**config.mk**
```make
export PLATFORM = sky130hd
export DESIGN_NAME = aib_tx_framer
export DESIGN_NICKNAME = d
export VERILOG_FILES = /design/src/rtl/aib_flit_pkg.sv /design/src/rtl/aib_tx_slot.sv /design/src/rtl/aib_tx_framer.sv
export SDC_FILE = /design/constraint.sdc
export NUM_CORES = 1
export LEC_CHECK = 0
export BUFFER_PORTS_ARGS = -buffer_cell sky130_fd_sc_hd__buf_2
export CORE_UTILIZATION = 48
export DETAILED_ROUTE_END_ITERATION = 6
export MAX_ROUTING_LAYER = met4
export PLACE_DENSITY_LB_ADDON = 0.05
export SLEW_MARGIN = 20
export SYNTH_ARGS = -nofsm -noshare
export SYNTH_HDL_FRONTEND = slang
export SYNTH_SLANG_ARGS = --single-unit
```
**constraint.sdc**
```tcl
create_clock -name i_bus_clk -period 2.1 [get_ports i_bus_clk]
set_input_delay 0.42 -clock i_bus_clk [delete_from_list [all_inputs] [get_ports i_bus_clk]]
set_output_delay 0.42 -clock i_bus_clk [all_outputs]
set_load 0.05 [all_outputs]
```
**src/rtl/aib_flit_pkg.sv**
```systemverilog
// Flit format shared by the AIB Tx framer and, later, the Rx deframer.
// Holds the flit type encoding, field positions, the flit struct and its builder.
package aib_flit_pkg;

  typedef enum logic [1:0] {
    FT_HEAD = 2'd1,
    FT_DATA = 2'd2,
    FT_TAIL = 2'd3
  } flit_type_e;

  typedef enum logic [1:0] {
    ST_IDLE = 2'd0,
    ST_DATA = 2'd1,
    ST_DROP = 2'd2
  } framer_state_e;

  localparam int FLIT_W    = 72;
  localparam int PAYLOAD_W = 64;
  localparam int TYPE_HI   = 71;
  localparam int TYPE_LO   = 70;
  localparam int DEST_HI   = 69;
  localparam int DEST_LO   = 66;
  localparam int SEQ_HI    = 65;
  localparam int SEQ_LO    = 64;

  typedef struct packed {
    flit_type_e           ftype;
    logic [3:0]           dest;
    logic [1:0]           seq;
    logic [PAYLOAD_W-1:0] payload;
  } flit_t;

  function automatic flit_t mk_flit(input flit_type_e ftype, input logic [3:0] dest,
                                    input logic [1:0] seq, input logic [PAYLOAD_W-1:0] payload);
    logic [FLIT_W-1:0] f;
    f                        = '0;
    f[TYPE_HI:TYPE_LO]       = ftype;
    f[DEST_HI:DEST_LO]       = dest;
    f[SEQ_HI:SEQ_LO]         = seq;
    f[PAYLOAD_W-1:0]         = payload;
    return flit_t'(f);
  endfunction

endpackage

```
**src/rtl/aib_tx_slot.sv**
```systemverilog
// Single-entry valid/ready output register: loads only when empty or draining,
// and holds valid/data stable while the consumer stalls.
module aib_tx_slot #(
  parameter int W = 72
) (
  input  logic         i_clk,
  input  logic         i_rst,
  input  logic         i_load,
  input  logic [W-1:0] i_data,
  output logic         o_slot_free,
  output logic         o_valid,
  input  logic         i_ready,
  output logic [W-1:0] o_data
);

  logic         valid_q, valid_d;
  logic [W-1:0] data_q, data_d;
  logic         slot_free;

  assign slot_free   = !valid_q | i_ready;
  assign o_slot_free = slot_free;
  assign o_valid     = valid_q;
  assign o_data      = data_q;

  always_comb begin
    valid_d = valid_q;
    data_d  = data_q;
    if (slot_free) begin
      valid_d = i_load;
      if (i_load) data_d = i_data;
    end
  end

  always_ff @(posedge i_clk) begin
    if (i_rst) begin
      valid_q <= 1'b0;
      data_q  <= '0;
    end else begin
      valid_q <= valid_d;
      data_q  <= data_d;
    end
  end

endmodule

```
**src/rtl/aib_tx_framer.sv**
```systemverilog
// Link-layer framer: wraps fabric messages as HEAD/DATA.../TAIL flits toward the AIB
// channel, truncating messages longer than MAX_BEATS and discarding their remainder.
module aib_tx_framer
  import aib_flit_pkg::*;
#(
  parameter int MAX_BEATS = 255,
  parameter int SEQ_W     = 16
) (
  input  logic             i_bus_clk,
  input  logic             i_rst,
  input  logic             i_msg_valid,
  output logic             o_msg_ready,
  input  logic [63:0]      i_msg_data,
  input  logic             i_msg_last,
  input  logic [3:0]       i_msg_dest,
  output logic             o_tx_valid,
  input  logic             i_tx_ready,
  output logic [71:0]      o_tx_data,
  output logic             o_err_overlen,
  output logic [SEQ_W-1:0] o_pkt_seq
);

  localparam logic [7:0] LAST_CNT = 8'(MAX_BEATS - 1);

  framer_state_e    state_q, state_d;
  logic [7:0]       beat_cnt_q, beat_cnt_d;
  logic [3:0]       dest_q, dest_d;
  logic [SEQ_W-1:0] pkt_seq_q, pkt_seq_d;
  logic             err_q, err_d;

  logic  slot_free;
  logic  load;
  logic  accept;
  flit_t flit;

  assign o_msg_ready   = ((state_q == ST_DATA) & slot_free) | (state_q == ST_DROP);
  assign accept        = i_msg_valid & o_msg_ready;
  assign o_err_overlen = err_q;
  assign o_pkt_seq     = pkt_seq_q;

  always_comb begin
    state_d    = state_q;
    beat_cnt_d = beat_cnt_q;
    dest_d     = dest_q;
    pkt_seq_d  = pkt_seq_q;
    err_d      = 1'b0;
    load       = 1'b0;
    flit       = '0;
    case (state_q)
      ST_IDLE: begin
        // HEAD goes out as soon as a message is pending; its first beat waits for DATA.
        if (i_msg_valid & slot_free) begin
          load       = 1'b1;
          flit       = mk_flit(FT_HEAD, i_msg_dest, pkt_seq_q[1:0], 64'(pkt_seq_q));
          dest_d     = i_msg_dest;
          beat_cnt_d = '0;
          state_d    = ST_DATA;
        end
      end
      ST_DATA: begin
        if (accept) begin
          load       = 1'b1;
          beat_cnt_d = beat_cnt_q + 8'd1;
          if (i_msg_last) begin
            flit      = mk_flit(FT_TAIL, dest_q, pkt_seq_q[1:0], i_msg_data);
            pkt_seq_d = pkt_seq_q + SEQ_W'(1);
            state_d   = ST_IDLE;
          end else if (beat_cnt_q == LAST_CNT) begin
            // Limit reached without last: close the packet here and swallow the rest.
            flit      = mk_flit(FT_TAIL, dest_q, pkt_seq_q[1:0], i_msg_data);
            pkt_seq_d = pkt_seq_q + SEQ_W'(1);
            err_d     = 1'b1;
            state_d   = ST_DROP;
          end else begin
            flit = mk_flit(FT_DATA, dest_q, pkt_seq_q[1:0], i_msg_data);
          end
        end
      end
      ST_DROP: begin
        if (accept & i_msg_last) state_d = ST_IDLE;
      end
      default: state_d = ST_IDLE;
    endcase
  end

  always_ff @(posedge i_bus_clk) begin
    if (i_rst) begin
      state_q    <= ST_IDLE;
      beat_cnt_q <= '0;
      dest_q     <= '0;
      pkt_seq_q  <= '0;
      err_q      <= 1'b0;
    end else begin
      state_q    <= state_d;
      beat_cnt_q <= beat_cnt_d;
      dest_q     <= dest_d;
      pkt_seq_q  <= pkt_seq_d;
      err_q      <= err_d;
    end
  end

  aib_tx_slot #(
    .W(FLIT_W)
  ) u_slot (
    .i_clk       (i_bus_clk),
    .i_rst       (i_rst),
    .i_load      (load),
    .i_data      (flit),
    .o_slot_free (slot_free),
    .o_valid     (o_tx_valid),
    .i_ready     (i_tx_ready),
    .o_data      (o_tx_data)
  );

endmodule

```
==> results of run 1 <==
[final cells by class]
class                   instances  area, um2
repair buffers                169      885.9
flip-flops and latches        104       2082
inverters                       4      15.01
clock inverters                 7      88.84
well taps                     105      131.4
multi-input cells             260       1808
fillers                       707       3040
clock buffers                   9      123.9
[placed cells by master, fill, tap and decap left out, types with 2 or more instances in the layout]
| master | netlist | routed |
|---|---|---|
| nor2_4 | 1 | 3 |
| mux2i_1 | 20 | 20 |
| dfxtp_1 | 104 | 104 |
| nor2b_1 | 11 | 11 |
| nor4_1 | 9 | 9 |
| buf_4 | 0 | 4 |
| and3_1 | 3 | 3 |
| nand4_1 | 4 | 4 |
| o31ai_1 | 6 | 6 |
| buf_12 | 0 | 2 |
| inv_1 | 4 | 4 |
| o21ai_0 | 8 | 8 |
| or3_1 | 4 | 4 |
| mux2_1 | 4 | 4 |
| nand2_1 | 17 | 17 |
| nor3_1 | 3 | 3 |
| xnor2_1 | 2 | 2 |
| inv_6 | 0 | 3 |
| nand3_1 | 11 | 11 |
| buf_2 | 10 | 163 |
| nor2_1 | 37 | 35 |
| nand2b_1 | 4 | 4 |
| mux2_2 | 4 | 4 |
| a22o_1 | 48 | 48 |
| a211oi_1 | 21 | 21 |
| and4_1 | 2 | 2 |
| ha_1 | 3 | 3 |
| nand3b_1 | 2 | 2 |
| clkbuf_8 | 0 | 9 |
| a21oi_1 | 21 | 21 |
| or4_1 | 6 | 6 |
[kinds of logic after synthesis]
family                   synth area share [%]
AO/OA/AOI/OAI                           20.45
XOR/XNOR                               0.6539
multiplexers                            7.223
buffers and inverters                   3.580
adder cells (fa/ha/maj)                0.9341
flip-flops                              51.81
AND/OR/NAND/NOR                         15.35
[stage by stage]
| stage | cell area (um2) | power (mW) | setup WS, ns | util, % | std cells |
|---|---|---|---|---|---|
| global placement | 4922 | 2.763 | 0.1901 | 60.21 | 642 |
| CTS | 5135 | 4.060 | 0.1142 | 62.81 | 658 |
| finish | 5135 | 4.033 | 0.1287 | 62.81 | 658 |
| global route | 5135 | 4.214 | 0.006284 | 62.81 | 658 |
| detailed placement | 4922 | 2.772 | 0.1627 | 60.21 | 642 |
| floorplan | 4019 | 2.581 | 0.1083 | - | 397 |
[state kept, by name, indices dropped and copies added (netlist names)]
signal and count:
u_slot.o_valid 1, beat_cnt_q 8, state_q 2, u_slot.o_data 72, o_err_overlen 1, dest_q 4, o_pkt_seq 16
[routing by layer]
layer	GRT usage (%)	share of wire [%]
met3	5.610	6.9
met1	29.03	47
met4	6.410	0.89
met2	32.72	45
met5	-	0
[worst min-delay path by stage]
stage | startpoint | endpoint | slack, ns | cells past startpoint
finish | i_msg_data[46] | u_slot.o_data[46] | 0.25 | 2
global route | i_msg_data[25] | u_slot.o_data[25] | 0.22 | 2
CTS | i_msg_data[27] | u_slot.o_data[27] | 0.24 | 2
detailed placement | u_slot.o_data[64] | u_slot.o_data[64] | 0.45 | 2
global placement | u_slot.o_data[64] | u_slot.o_data[64] | 0.45 | 2
floorplan | dest_q[0] | dest_q[0] | 0.45 | 2
[power groups by stage]
stage	logic [mW]	clock network (mW)	registers, mW
3_5_place_dp	0.644	0	2.13
3_3_place_gp	0.636	0	2.13
4_1_cts	0.643	1.33	2.08
2_1_floorplan	0.223	0	2.36
6_report	0.640	1.31	2.08
5_1_grt	0.684	1.43	2.09
==> results.yml, run 1 <==
die:
  die_h_um: 93.50
  rows: 33
  die_w_um: 93.50
  core_area_um2: 8175
  start_util_pct: 49.16
  dieArea_um2: 8742
  ios: 164
global_routing:
  grt-ovfl-total: 0
  grt_pass1_wl_mm: 14.77
  antenna_found_initial: 0
  grt.total_usage_pct: 21.81
  grt_max_degree: 59
  grt_pass1_vias: 3118
worst_setup_path:
  cp_num_cells: 4
  crit_end: "o_msg_ready"
  crit_slowest_cell: "buf_4"
  timing.rr.end: "o_pkt_seq[11]"
  startpoint: "state_q[0]"
  crit_fanout: 29
  regToRegStartpoint: "o_pkt_seq[0]"
  start_kind: "flip-flop"
  cp.arrival_ns: 1.55
  cpPeakStageDelay_ns: 0.39
  crit_type: "reg2out"
  rrSetupSlack_ns: 0.15
  cp.required_ns: 1.68
  critPathTopFamily: "buffers and inverters"
  worstRegToRegCells: 4
  critPathBufInv: 2
  setup.worst_path.end_class: "primary output"
  crit_chain: "buf_4, nand2b_1, nand2_1, buf_2"
outcome:
  outcome: "finished clean"
yosys:
  synth_most_common_cell: "dfxtp_1"
  synth_edf_count: 0
  avgSynthCellArea_um2: 10.12
  netlist.top_cell.by_area: "dfxtp_1"
  synth-async-reset-ratio_pct: 0
  synth.distinct_cells: 39
  ys_seq_elements: 104
  synth_top_area_share_pct: 51.81
  synth.area.top_cells: "dfxtp_1 52%, a22o_1 10%, mux2i_1 5.0%, a211oi_1 3.9%, nor2_1 3.5%"
  synthCells: 397
  yosysSeqAreaShare_pct: 51.81
  synth.top_cells.by_count: "104 x dfxtp_1, 48 x a22o_1, 37 x nor2_1, 21 x a211oi_1, 21 x a21oi_1"
  syn_nets: 473
  yosysWarnings: 0
  netlist_area_um2: 4019
  synth_ff_type: "dfxtp_1"
power:
  power_switching_mw: 1.214
  seq_power_share_pct: 51.7
  p_leak_nw: 2.321
  sw_frac_of_total_pct: 30.11
  power_density_nw_per_um2: 785.5
  p_clk_share_pct: 32.5
  combPwrFrac_pct: 15.9
  intPower_mw: 2.819
  max-vdd-ir-drop_mv: 0.4275
sta:
  skew_ns: 0.01144
  rsz0062_at_grt: "no"
  tightest_slew_ns: 1.017
  slew_headroom_pct: 32.03
  whs_ns: 0.2499
  hold_viol: 0
  post-route-period-util_pct: 93.87
  max_clock_freq_ghz: 0.5073
  finalSetupViolCount: 0
  tns_ns: 0
  period_needed_ns: 1.971
  drv_slew: 0
clocking:
  cts_tree: "built"
  clk_path_buf_depth: 2
  post_cts_buffers: 0
  cts_made_buffers: 9
  clk_pin_slew_ns: 0.11
  htreeDepth: 3
  cts_sinks: 104
  cts_resized: 0
  hold_buffers: 0
  root_buffer: "clkbuf_8"
  clkLatencyLatePin_ns: 0.37
cells_and_area:
  antenna_cells: 0
  area_delta_synth_final_pct: 27.77
  drive_gt1_share_pct: 35.62
  layout.nets: 624
placement:
  port_buffers: 163
  dp_hpwl_mm: 6.252
  place.gp.congestion: 0.8190
routing:
  wl_per_cell_um: 13.90
  drt_iter0_drc: 132
  dr.pass1.iters: 4
  antenna_left: 0
  viasPerCell: 5.277
  post-route-drc-count: 0
  drt_wl_total_mm: 9.143
  via_count: 3472
run:
  cap_violations: 0
hold_path:
  min_path_type: "in2reg"
Power figures use the tool's default switching activity.
==> run 2, diff against run 1 <==
--- a/config.mk
+++ b/config.mk
@@ -6,7 +6,10 @@
 export NUM_CORES = 1
 export LEC_CHECK = 0
 export BUFFER_PORTS_ARGS = -buffer_cell sky130_fd_sc_hd__buf_2
-export CORE_UTILIZATION = 48
+export CELL_PAD_IN_SITES_DETAIL_PLACEMENT = 0
+export CELL_PAD_IN_SITES_GLOBAL_PLACEMENT = 2
+export CORE_ASPECT_RATIO = 1.5
+export CORE_UTILIZATION = 28
 export DETAILED_ROUTE_END_ITERATION = 6
 export MAX_ROUTING_LAYER = met4
 export PLACE_DENSITY_LB_ADDON = 0.05
==> results.yml, run 2 (same netlist as run 1, synthesis figures left out) <==
outcome:
  outcome: "finished clean"
cells_and_area:
  fill_cells: 1441
  drive_gt1_share_pct: 36.54
  fin_area_um2: 5433
  final_cell_mix: "163 x buf_2, 104 x dfxtp_1, 48 x a22o_1, 35 x nor2_1"
  area_delta_synth_final_pct: 35.18
  largest_register_ffs: 72
  post-route-util_pct: 38.83
  layout.nets: 632
  final_common_cell: "buf_2"
  finalNonFillerCells: 754
power:
  seq_power_share_pct: 45.5
  p_clk_share_pct: 40.1
  p_leak_nw: 2.410
  combPwrFrac_pct: 14.4
  sw_frac_of_total_pct: 27.82
  max-vdd-ir-drop_mv: 0.3181
  power_switching_mw: 1.272
  intPower_mw: 3.301
  power_density_nw_per_um2: 841.7
worst_setup_path:
  cp.arrival_ns: 1.54
  cp.required_ns: 1.68
  cpPeakStageDelay_ns: 0.40
  rrSetupSlack_ns: 0.16
  startpoint: "state_q[0]"
  regToRegStartpoint: "beat_cnt_q[4]"
  crit_type: "reg2out"
  crit_slowest_cell: "buf_4"
  start_kind: "flip-flop"
  crit_fanout: 29
  crit_chain: "buf_4, nand2b_1, nand2_1, buf_2"
  setup.worst_path.end_class: "primary output"
  crit_end: "o_msg_ready"
  timing.rr.end: "o_pkt_seq[10]"
  worstRegToRegCells: 4
routing:
  drt_wl_total_mm: 10.67
  dr.pass1.iters: 6
  drt_iter0_drc: 111
  viasPerCell: 4.707
  via_count: 3549
  wl_per_cell_um: 14.14
  post-route-drc-count: 0
  antenna_left: 0
global_routing:
  grt_max_degree: 50
  grt.total_usage_pct: 15.05
  top_usage_layer: "met2"
  met3_usage_pct: 3.280
  gr-usage-met2_pct: 24.41
  grt_pass1_vias: 3363
  use_met1_pct: 18.07
  grt_pass1_wl_mm: 17.06
  grt-ovfl-total: 0
  antenna_found_initial: 1
sta:
  rsz0062_at_grt: "no"
  tns_ns: 0
  slew_headroom_pct: 53.96
  skew_ns: 0.009745
  whs_ns: 0.2731
  period_needed_ns: 1.958
  hold_viol: 0
  finalSetupViolCount: 0
  drv_slew: 0
  max_clock_freq_ghz: 0.5108
  tightest_slew_ns: 0.6884
  post-route-period-util_pct: 93.22
clocking:
  clk_path_buf_depth: 2
  clkLatencyLatePin_ns: 0.35
  cts_made_buffers: 9
  root_buffer: "clkbuf_16"
  post_cts_buffers: 0
  cts_sinks: 104
  cts_resized: 0
  hold_buffers: 0
  cts_tree: "built"
  htreeDepth: 3
  clk_pin_slew_ns: 0.08
die:
  die_w_um: 99.82
  dieArea_um2: 14850
  start_util_pct: 28.72
  die_h_um: 148.7
  rows: 53
  core_area_um2: 13990
  ios: 164
hold_path:
  min_path_type: "in2reg"
placement:
  place.gp.congestion: 0.6999
  dp_hpwl_mm: 7.395
  port_buffers: 163
  dpl-instance-area_um2: 5084
  dp.cells: 736
run:
  cap_violations: 0
## run 2: cell count changes in the layout (fill, tap and decap cells not counted)
cell / previous run / this run
buf_4: 4 / 11
clkinv_2: 1 / 0
buf_12: 2 / 3
inv_6: 3 / 2
clkbuf_16: 0 / 9
bufinv_16: 1 / 2
clkinvlp_4: 0 / 2
inv_8: 1 / 0
diode_2: 0 / 1
clkbuf_8: 9 / 0
clkinv_8: 1 / 0
clkinv_4: 0 / 1
## run 2: stage by stage
step,setup slack [ns],power [mW]
finish,0.1424,4.573
CTS,0.1056,4.658
global placement,0.1824,2.786
detailed placement,0.1409,2.790
global route,0.02191,4.792
floorplan,0.1083,2.581
## run 2: layer usage
layer / part of all wire, % / vias up / wire length, um
met5: 0 / - / 0
met4: 1.4 / 0 / 147
met3: 6.0 / 12 / 638
met2: 49 / 124 / 5203
met1: 44 / 1624 / 4676
li1: - / 1789 / -
## run 2: worst min-delay path by stage
stage | start | end | cells after the start
global route | i_msg_data[37] | u_slot.o_data[37] | 2
global placement | u_slot.o_data[65] | u_slot.o_data[65] | 2
finish | i_msg_data[33] | u_slot.o_data[33] | 2
floorplan | dest_q[0] | dest_q[0] | 2
detailed placement | u_slot.o_data[64] | u_slot.o_data[64] | 2
CTS | i_msg_data[37] | u_slot.o_data[37] | 2
## run 2: worst max-delay path: cells and delay by family, from the launching register on
kind / cells / cell delay [ns]
AND/OR/NAND/NOR: 2 / 0.26
flip-flops: 1 / 0.33
buffers and inverters: 2 / 0.61
## run 2: power groups by stage
stage | logic, mW | clock network [mW] | registers [mW]
floorplan | 0.223 | 0 | 2.36
global placement | 0.659 | 0 | 2.13
detailed placement | 0.663 | 0 | 2.13
CTS | 0.663 | 1.91 | 2.08
global route | 0.705 | 2.00 | 2.09
finish | 0.657 | 1.83 | 2.08
## run 2: cell type report
type	count	area, um2	area share, %
sequential	104	2082	38.32
multi-input combinational	260	1808	33.28
timing repair buffer	177	958.4	17.64
tap	192	240.2	4.422
clock buffer	9	225.2	4.146
clock inverter	7	101.3	1.865
inverter	4	15.01	0.2764
antenna	1	2.502	0.04606
==> run 3, diff against run 2 <==
--- a/config.mk
+++ b/config.mk
@@ -5,11 +5,12 @@
 export SDC_FILE = /design/constraint.sdc
 export NUM_CORES = 1
 export LEC_CHECK = 0
+export ABC_AREA = 1
 export BUFFER_PORTS_ARGS = -buffer_cell sky130_fd_sc_hd__buf_2
 export CELL_PAD_IN_SITES_DETAIL_PLACEMENT = 0
 export CELL_PAD_IN_SITES_GLOBAL_PLACEMENT = 2
-export CORE_ASPECT_RATIO = 1.5
-export CORE_UTILIZATION = 28
+export CORE_ASPECT_RATIO = 0.9
+export CORE_UTILIZATION = 27
 export DETAILED_ROUTE_END_ITERATION = 6
 export MAX_ROUTING_LAYER = met4
 export PLACE_DENSITY_LB_ADDON = 0.05
==> results.yml, run 3 <==
outcome:
  outcome: "finished clean"
worst_setup_path:
  crit_fanout: 11
  cp.required_ns: 1.68
  cpMostUsedCell: "nand2_2"
  rrSetupSlack_ns: 0.43
  crit_end: "o_msg_ready"
  timing.rr.end: "o_pkt_seq[8]"
  crit_chain: "inv_1, nor2_4, nand2_2, nand2_2, buf_2"
  regToRegStartpoint: "o_pkt_seq[1]"
  crit_type: "reg2out"
  crit_slowest_cell: "dfxtp_1"
  cpPeakStageDelay_ns: 0.33
  startpoint: "state_q[0]"
  worstRegToRegCells: 7
  start_kind: "flip-flop"
  setup.worst_path.end_class: "primary output"
  cp.arrival_ns: 1.54
routing:
  dr.pass1.iters: 4
  drt_iter0_drc: 212
  via_count: 4184
  drt_wl_total_mm: 13.60
  post-route-drc-count: 0
  wl_per_cell_um: 15.19
  antenna_left: 0
  viasPerCell: 4.675
sta:
  tns_ns: 0
  skew_ns: 0.006540
  period_needed_ns: 1.956
  rsz0062_at_grt: "no"
  finalSetupViolCount: 0
  post-route-period-util_pct: 93.17
  tightest_slew_ns: 0.4418
  drv_slew: 0
  hold_viol: 0
  max_clock_freq_ghz: 0.5111
  slew_headroom_pct: 70.44
yosys:
  synth.top_cells.by_count: "104 x dfxtp_1, 99 x nand2_1, 76 x nor2_1, 49 x a22oi_1, 30 x inv_1"
  synthCells: 533
  synth-async-reset-ratio_pct: 0
  synth_ff_type: "dfxtp_1"
  yosysSeqAreaShare_pct: 48.30
  synth.distinct_cells: 32
  synth.area.top_cells: "dfxtp_1 48%, nand2_1 8.6%, a22oi_1 8.5%, nor2_1 6.6%, inv_1 2.6%"
  synth_edf_count: 0
  syn_nets: 609
  netlist_area_um2: 4310
  yosysWarnings: 0
  ys_seq_elements: 104
  synth_top_area_share_pct: 48.30
  synth_most_common_cell: "dfxtp_1"
  netlist.top_cell.by_area: "dfxtp_1"
  avgSynthCellArea_um2: 8.087
cells_and_area:
  fill_cells: 1695
  drive_gt1_share_pct: 32.76
  area_delta_synth_final_pct: 31.32
  final_common_cell: "buf_2"
  post-route-util_pct: 36.53
  layout.nets: 764
  final_cell_mix: "163 x buf_2, 104 x dfxtp_1, 99 x nand2_1, 76 x nor2_1, 49 x a22oi_1"
  fin_area_um2: 5660
  antenna_cells: 0
  largest_register_ffs: 72
global_routing:
  grt-ovfl-total: 0
  grt_pass1_vias: 4005
  grt.total_usage_pct: 17.34
  grt_pass1_wl_mm: 21.12
  antenna_found_initial: 0
  grt_max_degree: 75
placement:
  dp_hpwl_mm: 9.617
  port_buffers: 163
  dpl-instance-area_um2: 5356
  place.gp.congestion: 0.7545
power:
  max-vdd-ir-drop_mv: 0.3817
  power_density_nw_per_um2: 788.8
  p_leak_nw: 2.527
clocking:
  cts_tree: "built"
  clkLatencyLatePin_ns: 0.35
  hold_buffers: 0
  cts_sinks: 104
  cts_resized: 0
  post_cts_buffers: 0
  clk_pin_slew_ns: 0.07
  clk_path_buf_depth: 2
  htreeDepth: 3
  cts_made_buffers: 9
  root_buffer: "clkbuf_16"
hold_path:
  min_path_type: "in2reg"
  min_path_cells: 2
run:
  cap_violations: 0
die:
  dieArea_um2: 16470
  die_h_um: 121.9
  ios: 164
  core_area_um2: 15490
  die_w_um: 135.2
  start_util_pct: 27.82
  rows: 43
[run 3: how the worst min path moves through the flow]
stage	startpoint	end	slack, ns
after global placement	dest_q[1]	dest_q[1]	0.45
final	i_msg_last	o_err_overlen	0.27
after global routing	i_msg_last	o_err_overlen	0.27
after floorplan	dest_q[0]	dest_q[0]	0.45
after CTS	i_msg_last	o_err_overlen	0.26
after detailed placement	u_slot.o_data[5]	u_slot.o_data[5]	0.45
[run 3: where the power goes]
group	total, mW	leakage, nW	switching, mW	internal (mW)
registers	2.08	0.845	0.0367	2.04
logic	0.651	1.54	0.473	0.178
clock network	1.74	0.144	0.799	0.938
[run 3: layer usage]
layer	up-vias	share of wire, %	GRT usage (%)
met5	-	0	-
met4	0	1.2	4.354
met3	9	5.4	4.453
met2	109	46	26.76
met1	1963	47	22.49
li1	2103	-	-
[run 3: cell type report]
| class | count | area [um2] | area share (%) |
|---|---|---|---|
| tap | 202 | 252.7 | 4.465 |
| timing repair buffer | 174 | 935.9 | 16.53 |
| sequential | 104 | 2082 | 36.78 |
| multi-input combinational | 365 | 1958 | 34.59 |
| inverter | 34 | 127.6 | 2.255 |
| clock buffer | 9 | 225.2 | 3.979 |
| clock inverter | 7 | 78.83 | 1.393 |
[run 3: cells by family (layout without fill, tap and decap cells)]
group / Yosys count / after routing / synth area share [%]
AO/OA/AOI/OAI: 118 / 118 / 18.58
XOR/XNOR: 7 / 7 / 1.422
adder cells (fa/ha/maj): 3 / 3 / 0.8709
buffers and inverters: 64 / 224 / 6.270
flip-flops: 104 / 104 / 48.30
AND/OR/NAND/NOR: 237 / 237 / 24.56
[run 3: stage by stage]
stage	instances	hold WS (ns)	total power [mW]	worst slack [ns]
6_report	895	0.2668	4.465	0.1435
5_1_grt	895	0.2743	4.674	0.005375
4_1_cts	895	0.2574	4.546	0.1180
3_5_place_dp	879	0.4537	2.780	0.2852
3_3_place_gp	879	0.4513	2.774	0.3321
2_1_floorplan	533	0.4454	2.558	0.1945
[run 3: critical path, delay by kind of cell (launching register included)]
kind / cells / cell delay, ns
AND/OR/NAND/NOR: 3 / 0.49
buffers and inverters: 2 / 0.36
flip-flops: 1 / 0.33
